**src/rtl/mem_port_arbiter.sv**
```systemverilog
// mem_port_arbiter: shares the CPU's single memory port between instruction
// fetch (requester 0) and data access (requester 1). Round-robin grant, one
// latched transaction at a time, registered done/err pulses and an ACCESS
// timeout so that a hung memory cannot stall the core forever.

// 32-bit 2:1 address mux; sel=0 picks input a.
module mem_port_mux2 (
    input  logic        i_sel,
    input  logic [31:0] i_a,
    input  logic [31:0] i_b,
    output logic [31:0] o_y
);
    assign o_y = i_sel ? i_b : i_a;
endmodule

module mem_port_arbiter #(
    parameter int TIMEOUT = 15
) (
    input  logic        i_clk,
    input  logic        i_rst_n,
    input  logic        i_req0,
    input  logic [31:0] i_addr0,
    input  logic        i_req1,
    input  logic [31:0] i_addr1,
    input  logic        i_we1,
    input  logic [31:0] i_wdata1,
    input  logic        i_mem_ready,
    input  logic [31:0] i_mem_rdata,
    output logic        o_sel,
    output logic        o_mem_en,
    output logic        o_mem_we,
    output logic [31:0] o_mem_addr,
    output logic [31:0] o_mem_wdata,
    output logic [31:0] o_rdata,
    output logic        o_done0,
    output logic        o_done1,
    output logic        o_err,
    output logic        o_busy
);

    localparam int TW = $clog2(TIMEOUT + 1);
    localparam logic [TW-1:0] T_LAST = TW'(TIMEOUT - 1);

    localparam logic [1:0] IDLE   = 2'd0;
    localparam logic [1:0] ACCESS = 2'd1;
    localparam logic [1:0] DONE   = 2'd2;

    logic [1:0]    r_state;
    logic          r_sel;
    logic          r_last_grant;
    logic          r_mem_en;
    logic          r_mem_we;
    logic          r_done0;
    logic          r_done1;
    logic          r_err;
    logic [31:0]   r_rdata;
    logic [31:0]   r_addr0_q;
    logic [31:0]   r_addr1_q;
    logic [31:0]   r_wdata_q;
    logic          r_we_q;
    logic [TW-1:0] r_timer;

    logic          w_grant_vld;
    logic          w_grant;
    logic          w_timeout;

    // Round-robin pick: under contention the requester that did not win last
    // time gets the port; a lone requester always wins.
    assign w_grant_vld = i_req0 | i_req1;
    assign w_grant     = (i_req0 & i_req1) ? ~r_last_grant : i_req1;
    assign w_timeout   = (r_timer == T_LAST);

    // Transaction sequencer: IDLE grants and latches, ACCESS waits for the
    // memory (or the timer), DONE presents the one-cycle completion pulse.
    always_ff @(posedge i_clk) begin
        if (!i_rst_n) begin
            r_state      <= IDLE;
            r_sel        <= 1'b0;
            r_last_grant <= 1'b1;
            r_mem_en     <= 1'b0;
            r_mem_we     <= 1'b0;
            r_done0      <= 1'b0;
            r_done1      <= 1'b0;
            r_err        <= 1'b0;
            r_rdata      <= 32'd0;
            r_addr0_q    <= 32'd0;
            r_addr1_q    <= 32'd0;
            r_wdata_q    <= 32'd0;
            r_we_q       <= 1'b0;
            r_timer      <= '0;
        end else begin
            // completion flags are pulses; only the ACCESS exit sets them
            r_done0 <= 1'b0;
            r_done1 <= 1'b0;
            r_err   <= 1'b0;
            case (r_state)
                IDLE: begin
                    if (w_grant_vld) begin
                        r_sel        <= w_grant;
                        r_last_grant <= w_grant;
                        r_addr0_q    <= i_addr0;
                        r_addr1_q    <= i_addr1;
                        r_wdata_q    <= i_wdata1;
                        r_we_q       <= w_grant & i_we1;
                        r_timer      <= '0;
                        r_mem_en     <= 1'b1;
                        r_mem_we     <= w_grant & i_we1;
                        r_state      <= ACCESS;
                    end
                end
                ACCESS: begin
                    r_timer <= r_timer + TW'(1);
                    // success takes priority over a coincident timeout
                    if (i_mem_ready) begin
                        if (!r_we_q)
                            r_rdata <= i_mem_rdata;
                        r_done0  <= ~r_sel;
                        r_done1  <= r_sel;
                        r_mem_en <= 1'b0;
                        r_mem_we <= 1'b0;
                        r_state  <= DONE;
                    end else if (w_timeout) begin
                        r_done0  <= ~r_sel;
                        r_done1  <= r_sel;
                        r_err    <= 1'b1;
                        r_mem_en <= 1'b0;
                        r_mem_we <= 1'b0;
                        r_state  <= DONE;
                    end
                end
                DONE: begin
                    r_state <= IDLE;
                end
                default: begin
                    r_state <= IDLE;
                end
            endcase
        end
    end

    mem_port_mux2 u_addr_mux (
        .i_sel (r_sel),
        .i_a   (r_addr0_q),
        .i_b   (r_addr1_q),
        .o_y   (o_mem_addr)
    );

    assign o_sel       = r_sel;
    assign o_mem_en    = r_mem_en;
    assign o_mem_we    = r_mem_we;
    assign o_mem_wdata = r_wdata_q;
    assign o_rdata     = r_rdata;
    assign o_done0     = r_done0;
    assign o_done1     = r_done1;
    assign o_err       = r_err;
    assign o_busy      = (r_state != IDLE);

endmodule

```
**config.mk**
```make
export PLATFORM = sky130hd
export DESIGN_NAME = mem_port_arbiter
export DESIGN_NICKNAME = d
export VERILOG_FILES = /design/src/rtl/mem_port_arbiter.sv
export SDC_FILE = /design/constraint.sdc
export NUM_CORES = 1
export LEC_CHECK = 0
export CAP_MARGIN = 10
export CORE_MARGIN = 4
export CORE_UTILIZATION = 39
export CTS_BUF_LIST = sky130_fd_sc_hd__clkbuf_2
export DETAILED_ROUTE_END_ITERATION = 6
export GPL_ROUTABILITY_DRIVEN = 0
export PLACE_DENSITY = 0.88
export SLEW_MARGIN = 20
export SYNTH_ARGS = -nofsm -noshare
export SYNTH_HDL_FRONTEND = slang
export SYNTH_SLANG_ARGS = --single-unit
export TNS_END_PERCENT = 5
```
**constraint.sdc**
```tcl
create_clock -name i_clk -period 1.3 [get_ports i_clk]
set_input_delay 0.195 -clock i_clk [delete_from_list [all_inputs] [get_ports i_clk]]
set_output_delay 0.195 -clock i_clk [all_outputs]
set_load 0.02 [all_outputs]
```
==> run metrics, run 1 <==
Core ar. approximately 13000 µm²; setup_tns -36.20 ns; Worst Setup Start Kind register; Net Sw Frac 0.301; GR Overflow Total 0; Worst Hold End r_addr1_q[7]$_SDFFE_PN0P_; flop and latch count out of synthesis 142; DP Area approximately 8100 µm²; Synth Net Count 790; Post-DRT Antenna Nets 0; global-route wire length before repair ~33000 µm; Clock Skew 0.0287 ns; crit path time final 2.05 ns; clk buf depth 2; # clock sinks between 100 and 150; worst hold slack between 0.02 and 0.025 ns; Worst-Skew Late Latency 0.73 ns; FF-to-FF setup slack -0.16 ns; Logic pwr share 0.271; fin crit share 1.58; outcome finished, violations left; total CTS buffers 17; cell depth of the worst flop-to-flop path 6; vias in the first global route ~6.4k; I/O Buffers 236; leading area contributor after synthesis dfxtp_1; Via density 5.18; gr usage total 0.256; Pins Over Slew Limit 0; DRC viols 0; Least-Margin Pin Slew roughly 0.48 ns; switching pwr around 3.3 mW; area grow syn2layout 89.3%; CP Capture Type output pin; Iteration-0 DRC Markers around 310; post-synthesis sequential area ratio 0.532; Reg power frac 0.447; relative slew slack 0.682; # setup viols final between 200 and 250; routed length per instance around 19 µm; FILL cells roughly 800; WHS Path Cells 3; Starting Density 0.401; RSZ-0062 raised after global routing true; reg2reg start r_state[1]$_SDFFE_PN0P_; Netlist Area Pre-Place around 5300 µm²; Layout Cells excl Fill roughly 1.2k; IO Count around 240; Final Hold Vio Count 0; clock share of power 0.282; Synth Warn # 0; violated checks setup timing; clk slew on worst S/H paths around 0.22 ns; Die X-Extent 125 µm; Max H-tree Level 4; n_diodes 0; CTS tree yes; Post-Route WL 22800 µm; DIE HEIGHT 125 µm; placed insts 1050; Required @ worst endpoint around 1.1 ns; Peak VDD IR around 0.78 mV; FF-to-FF End r_timer[3]$_SDFFE_PN0P_; largest cells by area after synthesis dfxtp_1 53%, nand2_1 18%, a21oi_1 13%; mean post-synth cell area between 8 and 9 µm²; min setup slack post-route -0.751 ns; Worst EP arrival approximately 1.9 ns; worst-path maximum fanout 12; synth unique cells 28; Syn Inst Count between 600 and 700; Site Rows 42; antenna violations before repair 0; clock root buffer clkbuf_2; die area about 16000 µm²; drt first pass iters 5; kind of critical path reg2out; nets between 1k and 1.5k; Lkg Pwr between 4 and 5 nW; Post-DP HPWL around 11000 µm; hold path start i_addr1[7]; Hold WC Path Type in2reg; fraction of final layout cells sized beyond drive strength 1 0.352; max cap viols 0; Fmax slightly below 0.5 GHz; final instance area ~10000 µm²; via count about 6.2k; share of the synthesized area in the top cell type 0.532; largest net degree at the start of global routing 60; PwrDens roughly 1100 nW/µm²; internal power 7.71 mW; Overall Power about 11 mW
==> timing repair <==
action,4_1_cts,5_1_grt
hold endpoints to repair,115,2
hold buffers,115,2
resized for setup,627,146
setup buffers,1,2
cloned,1,1
pin swaps,3,6
endpoints found under the setup margin,221,240
==> cell usage in the layout (no fill, tap or decap), types with 16 or more instances in the layout <==
cell type and instances:
a21oi_1 59, dlygate4sd3_1 117, dfxtp_1 69, clkbuf_2 19
dfxtp_2 71, clkdlybuf4s50_1 133, nand2_1 260, a21oi_2 76
buf_6 91, buf_4 23, mux2_4 16, mux2_2 16
==> metrics by stage <==
step | worst slack [ns] | utilization
floorplan | 0.0128 | -
global placement | -0.351 | 0.604
detailed placement | -0.434 | 0.604
CTS | -0.831 | 0.723
global route | -0.837 | 0.758
finish | -0.751 | 0.758
==> layer usage <==
metal,vias to the layer above,track usage,part of all wire
met5,-,0,0
li1,2860,-,-
met2,277,0.476,0.53
met4,0,0.119,0.039
met3,76,0.0768,0.066
met1,3015,0.263,0.36
==> final cells by class <==
| class | instances | area [µm²] | share of cell area |
|---|---|---|---|
| Timing Repair Buffer | 387 | 4010 | 0.396 |
| Sequential cell | 142 | 2940 | 0.290 |
| Multi-Input combinational cell | 463 | 2650 | 0.262 |
| Tap cell | 176 | 220 | 0.0218 |
| Clock inverter | 13 | 195 | 0.0193 |
| Clock buffer | 19 | 95.1 | 0.00939 |
| Inverter | 3 | 13.8 | 0.00136 |
==> worst max-delay path: stages, from the launching register on <==
cell and delay, ns:
dfxtp_4 0.46, buf_12 0.17, mux2_2 0.35, buf_2 0.17
==> how the worst max path moves through the flow <==
stage / slack (ns) / depth (start not counted) / to / startpoint
2_1_floorplan: 0.01 / 3 / o_mem_addr[0] / o_sel$_SDFFE_PN0P_
3_3_place_gp: -0.35 / 7 / r_addr1_q[24]$_SDFFE_PN0P_ / i_req1
3_5_place_dp: -0.43 / 7 / r_addr1_q[27]$_SDFFE_PN0P_ / i_req1
4_1_cts: -0.83 / 3 / o_mem_addr[18] / o_sel$_SDFFE_PN0P_
5_1_grt: -0.84 / 3 / o_mem_addr[13] / o_sel$_SDFFE_PN0P_
6_report: -0.75 / 3 / o_mem_addr[13] / o_sel$_SDFFE_PN0P_
==> synth_stat cells (all sizes together) <==
library cell and number:
or2 1, nor3 3, inv 3, clkbuf 20, nand2 263, o21ai 2, o311ai 1, a31oi 3
mux2 32, a21oi 135, buf 26, nand4 2, nand2b 1, nand3 6, nand3b 2, o21a 1
ha 2, and2b 1, nor3b 1, dfxtp 142, nor2 6, and2 1
==> power by group through the flow <==
stage | Sequential (mW) | Clock, mW | Combinational (mW)
final | 4.93 | 3.11 | 2.99
after global routing | 4.96 | 3.30 | 3.16
after CTS | 4.89 | 3.08 | 2.66
after detailed placement | 4.93 | 0 | 2.35
after global placement | 4.92 | 0 | 2.31
after floorplan | 5.05 | 0 | 0.992
==> cell families (layout without fill, tap and decap cells) <==
family,Yosys count,count (layout),synth area share
AND/OR/NAND/NOR,287,287,0.215
AO/OA/AOI/OAI,142,142,0.136
flip-flops,142,142,0.532
buffers and inverters,49,422,0.0459
multiplexers,32,32,0.0674
adder cells (fa/ha/maj),2,2,0.00468
==> state kept, by name (all words and copies together) (netlist names), 2 cells and up <==
name and flops:
r_state 2, r_addr1_q 32, r_addr0_q 32, r_timer 4, o_rdata 32, o_mem_wdata 32
No activity file was read; power rests on OpenSTA's default activity.
==> run 2, diff against run 1 <==
Settings changed: CTS_CLUSTER_DIAMETER from default to 60.
==> results of run 2 <==
Final layout, timing and power as in run 1 (identical DEF).
